==> config.mk <==
export PLATFORM = sky130hd
export DESIGN_NAME = dmem_lsu
export DESIGN_NICKNAME = d
export VERILOG_FILES = /design/src/rtl/dmem_lsu.sv
export SDC_FILE = /design/constraint.sdc
export NUM_CORES = 1
export LEC_CHECK = 0
export ABC_AREA = 1
export BUFFER_PORTS_ARGS = -buffer_cell sky130_fd_sc_hd__buf_4
export CAP_MARGIN = 10
export CORE_MARGIN = 2
export CORE_UTILIZATION = 51
export CTS_BUF_LIST = sky130_fd_sc_hd__clkbuf_16
export DETAILED_ROUTE_END_ITERATION = 10
export PLACE_DENSITY = 0.81
export SYNTH_ARGS = -nofsm -noshare
export SYNTH_HDL_FRONTEND = slang
export SYNTH_SLANG_ARGS = --single-unit
==> constraint.sdc <==
create_clock -name clk -period 4.15 [get_ports clk]
set_input_delay 0.83 -clock clk [delete_from_list [all_inputs] [get_ports clk]]
set_output_delay 0.83 -clock clk [all_outputs]
set_load 0.01 [all_outputs]
==> src/rtl/dmem_lsu.sv <==
// Load/store unit driving a word-only data memory: word accesses pass through,
// sub-word stores use read-modify-write, sub-word loads are extracted and extended.
// Optional address bounds fault: define LSU_BOUNDS_CHECK_EN.
module dmem_lsu #(
    parameter int MEM_DEPTH = 256
) (
    input  logic        clk,
    input  logic        rst,
    input  logic        req_valid,
    output logic        req_ready,
    input  logic        req_we,
    input  logic [2:0]  req_funct3,
    input  logic [31:0] req_addr,
    input  logic [31:0] req_wdata,
    output logic        resp_valid,
    output logic [31:0] resp_rdata,
    output logic        resp_misaligned,
`ifdef LSU_BOUNDS_CHECK_EN
    output logic        resp_fault,
`endif
    output logic        MemRead,
    output logic        MemWrite,
    output logic [31:0] addr,
    output logic [31:0] write_data,
    input  logic [31:0] read_data
);

    typedef enum logic [1:0] {
        S_IDLE,
        S_RD,
        S_WR,
        S_RESP
    } state_t;

    localparam logic [2:0] F3_B  = 3'b000;
    localparam logic [2:0] F3_H  = 3'b001;
    localparam logic [2:0] F3_W  = 3'b010;
    localparam logic [2:0] F3_BU = 3'b100;
    localparam logic [2:0] F3_HU = 3'b101;

`ifdef LSU_BOUNDS_CHECK_EN
    localparam logic [31:0] DEPTH_W = 32'(MEM_DEPTH);
`endif

    state_t      state_q, state_d;
    logic [2:0]  funct3_q, funct3_d;
    logic        we_q, we_d;
    logic [31:0] addr_q, addr_d;
    logic [31:0] wdata_q, wdata_d;
    // Holds the extended load result, or the old word during a read-modify-write.
    logic [31:0] data_q, data_d;
    logic        mis_q, mis_d;
    logic        fault_q, fault_d;
    logic        req_bad_align;
    logic        req_out_of_range;

    function automatic logic [31:0] load_extract(input logic [2:0]  f3,
                                                 input logic [1:0]  lane,
                                                 input logic [31:0] word);
        logic [7:0]  b;
        logic [15:0] h;
        logic [31:0] res;
        case (lane)
            2'd0:    b = word[7:0];
            2'd1:    b = word[15:8];
            2'd2:    b = word[23:16];
            default: b = word[31:24];
        endcase
        h = lane[1] ? word[31:16] : word[15:0];
        case (f3)
            F3_B:    res = {{24{b[7]}}, b};
            F3_H:    res = {{16{h[15]}}, h};
            F3_BU:   res = {24'h0, b};
            F3_HU:   res = {16'h0, h};
            default: res = word;
        endcase
        return res;
    endfunction

    function automatic logic [31:0] store_merge(input logic [2:0]  f3,
                                                input logic [1:0]  lane,
                                                input logic [31:0] old_word,
                                                input logic [31:0] wd);
        logic [31:0] res;
        res = old_word;
        if (f3[0]) begin
            if (lane[1]) res[31:16] = wd[15:0];
            else         res[15:0]  = wd[15:0];
        end else begin
            case (lane)
                2'd0:    res[7:0]   = wd[7:0];
                2'd1:    res[15:8]  = wd[7:0];
                2'd2:    res[23:16] = wd[7:0];
                default: res[31:24] = wd[7:0];
            endcase
        end
        return res;
    endfunction

    // Illegal widths are folded into the misaligned response.
    always_comb begin
        case (req_funct3)
            F3_B, F3_BU: req_bad_align = 1'b0;
            F3_H, F3_HU: req_bad_align = req_addr[0];
            F3_W:        req_bad_align = (req_addr[1:0] != 2'b00);
            default:     req_bad_align = 1'b1;
        endcase
    end

`ifdef LSU_BOUNDS_CHECK_EN
    assign req_out_of_range = ({2'b00, req_addr[31:2]} >= DEPTH_W);
`else
    assign req_out_of_range = 1'b0;
`endif

    // NOTE: every output and next-state value gets a default before the case
    // statement, so no path through the block can leave one unassigned and infer a latch.
    always_comb begin
        state_d         = state_q;
        funct3_d        = funct3_q;
        we_d            = we_q;
        addr_d          = addr_q;
        wdata_d         = wdata_q;
        data_d          = data_q;
        mis_d           = mis_q;
        fault_d         = fault_q;
        req_ready       = 1'b0;
        resp_valid      = 1'b0;
        resp_rdata      = 32'h0;
        resp_misaligned = 1'b0;
`ifdef LSU_BOUNDS_CHECK_EN
        resp_fault      = 1'b0;
`endif
        MemRead         = 1'b0;
        MemWrite        = 1'b0;
        addr            = 32'h0;
        write_data      = 32'h0;

        case (state_q)
            S_IDLE: begin
                req_ready = 1'b1;
                if (req_valid) begin
                    funct3_d = req_funct3;
                    we_d     = req_we;
                    addr_d   = req_addr;
                    wdata_d  = req_wdata;
                    data_d   = 32'h0;
                    mis_d    = req_bad_align;
                    fault_d  = !req_bad_align && req_out_of_range;
                    if (req_bad_align || req_out_of_range) begin
                        state_d = S_RESP;
                    end else if (req_we && req_funct3 == F3_W) begin
                        state_d = S_WR;
                    end else begin
                        state_d = S_RD;
                    end
                end
            end
            S_RD: begin
                MemRead = 1'b1;
                addr    = {addr_q[31:2], 2'b00};
                if (we_q) begin
                    data_d  = read_data;
                    state_d = S_WR;
                end else begin
                    data_d  = load_extract(funct3_q, addr_q[1:0], read_data);
                    state_d = S_RESP;
                end
            end
            S_WR: begin
                MemWrite   = 1'b1;
                addr       = {addr_q[31:2], 2'b00};
                write_data = (funct3_q == F3_W) ? wdata_q
                           : store_merge(funct3_q, addr_q[1:0], data_q, wdata_q);
                data_d     = 32'h0;
                state_d    = S_RESP;
            end
            default: begin
                resp_valid      = 1'b1;
                resp_rdata      = data_q;
                resp_misaligned = mis_q;
`ifdef LSU_BOUNDS_CHECK_EN
                resp_fault      = fault_q;
`endif
                state_d         = S_IDLE;
            end
        endcase
    end

    // NOTE: state registers use non-blocking assignments so every flop samples
    // the pre-edge value of its neighbours, independent of process ordering.
    always_ff @(posedge clk or posedge rst) begin
        if (rst) begin
            state_q  <= S_IDLE;
            funct3_q <= 3'b000;
            we_q     <= 1'b0;
            addr_q   <= 32'h0;
            wdata_q  <= 32'h0;
            data_q   <= 32'h0;
            mis_q    <= 1'b0;
            fault_q  <= 1'b0;
        end else begin
            state_q  <= state_d;
            funct3_q <= funct3_d;
            we_q     <= we_d;
            addr_q   <= addr_d;
            wdata_q  <= wdata_d;
            data_q   <= data_d;
            mis_q    <= mis_d;
            fault_q  <= fault_d;
        end
    end

endmodule

==> metrics.md <==
| Metric | Value |
|---|---|
| Nets | `1,047` |
| Post-DP Area | `7460 um2` |
| Drt drc | `0` |
| RePlAce Congestion | `0.874` |
| Period utilization | `0.784` |
| M3 GR Usage | `0.0738` |
| DP Wirelength | `13,000 um` |
| Die X-Extent | `around 110 um` |
| Worst Tran Pin Value | `1.13 ns` |
| Cts bufs inserted | `9` |
| Finished Cell Area | `roughly 7700 um2` |
| Number of H-tree levels | `3` |
| Vias | `approximately 5,700` |
| Number of global-route vias before repair | `5,616` |
| Final hold slack | `0.506 ns` |
| Max-slew headroom | `0.246` |
| Worst r2r path cells | `9` |
| Inserted Diodes | `0` |
| Fmax | `between 300 and 400 MHz` |
| Area Growth Syn to Fin | `31.7%` |
| Met2 Track Usage GR | `0.471` |
| # IOs | `204` |
| CP Data Arrival Time | `2.43 ns` |
| Die area | `12,400 um2` |
| Post-DRT Antenna Nets | `0` |
| CTS tree | `done` |
| Min Clock Period, post-route | `3.26 ns` |
| Initial Util | `0.519` |
| Post-synth top area share | `0.439` |
| Via/cell ratio | `5.23` |
| Bufs on Longest Clock Path | `2` |
| CP endpoint kind | `output port` |
| Clock skew | `~0.0064 ns` |
| CTS Root Cell | `clkbuf_16` |
| Final setup fails | `0` |
| Outcome | `finished clean` |
| Post-Syn Area | `5870 um2` |
| Synth warn | `0` |
| Worst hold path type | `flop to flop` |
| Drt wl/cell | `15.9 um` |
| Fill cells | `996` |
| Synth area leader | `dfrtp_1` |
| CTS sink count | `103` |
| Layout Utilization | `0.683` |
| Final hold vios | `0` |
| Std-Cell Rows | `39` |
| Drt first-iter violations | `435` |
| Synth area leaders | `dfrtp_1 (44%), nand2_1 (16%), mux2_2 (12%), inv_1 (6.8%), o21ai_0 (5.1%)` |
| Resize count post-CTS | `0` |
| Sequential cell area fraction in the yosys report | `0.439` |
| VDD IR max | `~0.00048 V` |
| RSZ-0062 raised after global routing | `false` |
| Setup Fix Bufs, Post-CTS | `0` |
| Antenna violations before repair | `0` |
| First drt pass iteration count | `6` |
| Critical path startpoint category | `flop` |
| GR peak layer | `met2` |
| Netlist cell types | `28` |
| GR Util All Layers | `0.284` |
| First-pass GRT wire length | `28,000 um` |
| Final WL | `17,300 um` |
| Worst path required time | `3.32 ns` |
| Max-Cap Viols | `0` |
| Synthesized flop and latch total | `103` |
| Pwr/cell area | `779 nW/um2` |
| Cell depth of the worst min-delay path | `1` |
| Core Box Area | `11,300 um2` |
| Leakage power | `roughly 4.5 nW` |
| # hold bufs at CTS | `0` |
| Clk slew on worst S/H paths | `approximately 0.07 ns` |
| TNS Setup | `0 ns` |
| DIE HEIGHT | `111 um` |
| Met1 global-route usage | `0.354` |
| Clk Latency, worst-skew pair | `0.35 ns` |
| Final max-slew violation count | `0` |
| Port Buffers | `201` |
| Share of layout cells above drive strength 1 | `0.311` |
| Avg Inst Size Synth | `7.74 um2` |
| Worst-path fanout max | `34` |
| Crit Path Class | `flop to output port` |
| Largest net degree at the start of global routing | `66` |
| Gate Count Post-Synth | `approximately 760` |
| Gr ovfl total | `0` |
-- path summary, 6_finish.rpt --
path	start	end	slack [ns]
max	state_q[0]	write_data[25]	0.89
min	wdata_q[30]	wdata_q[30]	0.51
max reg2reg	state_q[0]	data_q[15]	1.58
min reg2reg	wdata_q[30]	wdata_q[30]	0.51
max in group asynchronous	rst	data_q[16]	2.75
min in group asynchronous	rst	wdata_q[16]	0.56
-- per-stage QoR --
stage                     std cells  total power, mW  setup slack (ns)
after floorplan                 759             3.89             0.616
after global placement         1072             5.17              1.32
after detailed placement       1072             5.24              1.24
after CTS                      1088             6.03             0.865
after global routing           1088             6.49             0.722
final                          1088             6.03             0.895
-- critical path, stage by stage (launching register included) --
cell and delay [ns]:
dfrtp_1 0.42, inv_1 0.09, ha_1 0.90, o21ai_0 0.26, a21oi_1 0.24, buf_4 0.16
-- cell families after synthesis --
group | share of synthesized area
fa+ha+maj | 0.00853
compound gates | 0.115
simple gates | 0.208
mux | 0.129
other cells | 0.000639
buf+inv | 0.0997
flops | 0.439
-- routing by layer --
| metal | part of all wire | vias to the layer above |
|---|---|---|
| met5 | 0 | - |
| met4 | 0.031 | 0 |
| met3 | 0.096 | 38 |
| met2 | 0.47 | 267 |
| met1 | 0.40 | 2631 |
| li1 | - | 2756 |
-- registers in the layout, summed over array words and instances, names as in the netlist --
register,count
data_q,32
we_q,1
state_q,2
wdata_q,32
mis_q,1
addr_q,32
funct3_q,3
-- layout by cell type (no fill, tap or decap), drive strengths merged --
master	netlist	routed
conb	1	2
o211ai	8	8
clkinv	1	2
o21ai	60	60
mux2	60	60
nand4	1	1
ha	4	4
and2	1	1
clkinvlp	0	2
nor3	1	1
dfrtp	103	103
nand3	12	12
a21oi	39	39
clkbuf	22	9
nand2	259	259
nand3b	1	1
inv	110	114
buf	15	207
mux2i	8	8
o221ai	8	8
nor2	36	36
o22ai	8	8
-- layout make-up --
| cell class | instances | area [um2] | area share |
|---|---|---|---|
| Sequential cell | 103 | 2580 | 0.333 |
| Inverter | 111 | 419 | 0.0542 |
| Clock inverter | 7 | 48.8 | 0.00631 |
| Clock buffer | 9 | 225 | 0.0291 |
| Timing Repair Buffer | 207 | 1570 | 0.203 |
| Multi-Input combinational cell | 508 | 2710 | 0.351 |
| Tap cell | 143 | 179 | 0.0231 |
-- synth_stat cells (all sizes together) --
library cell  number
clkinv             1
o21ai             60
buf               15
dfrtp            103
clkbuf            22
nor2              36
nand2            259
a21oi             39
and2               1
nor3               1
conb               1
nand3             12
nand3b             1
o221ai             8
mux2i              8
o211ai             8
inv              110
o22ai              8
ha                 4
nand4              1
mux2              60
-- power breakdown --
group          internal [mW]  switching [mW]
clock network          0.408           0.386
logic                   1.41            1.85
registers               1.50           0.466
No activity file was read; power rests on OpenSTA's default activity.
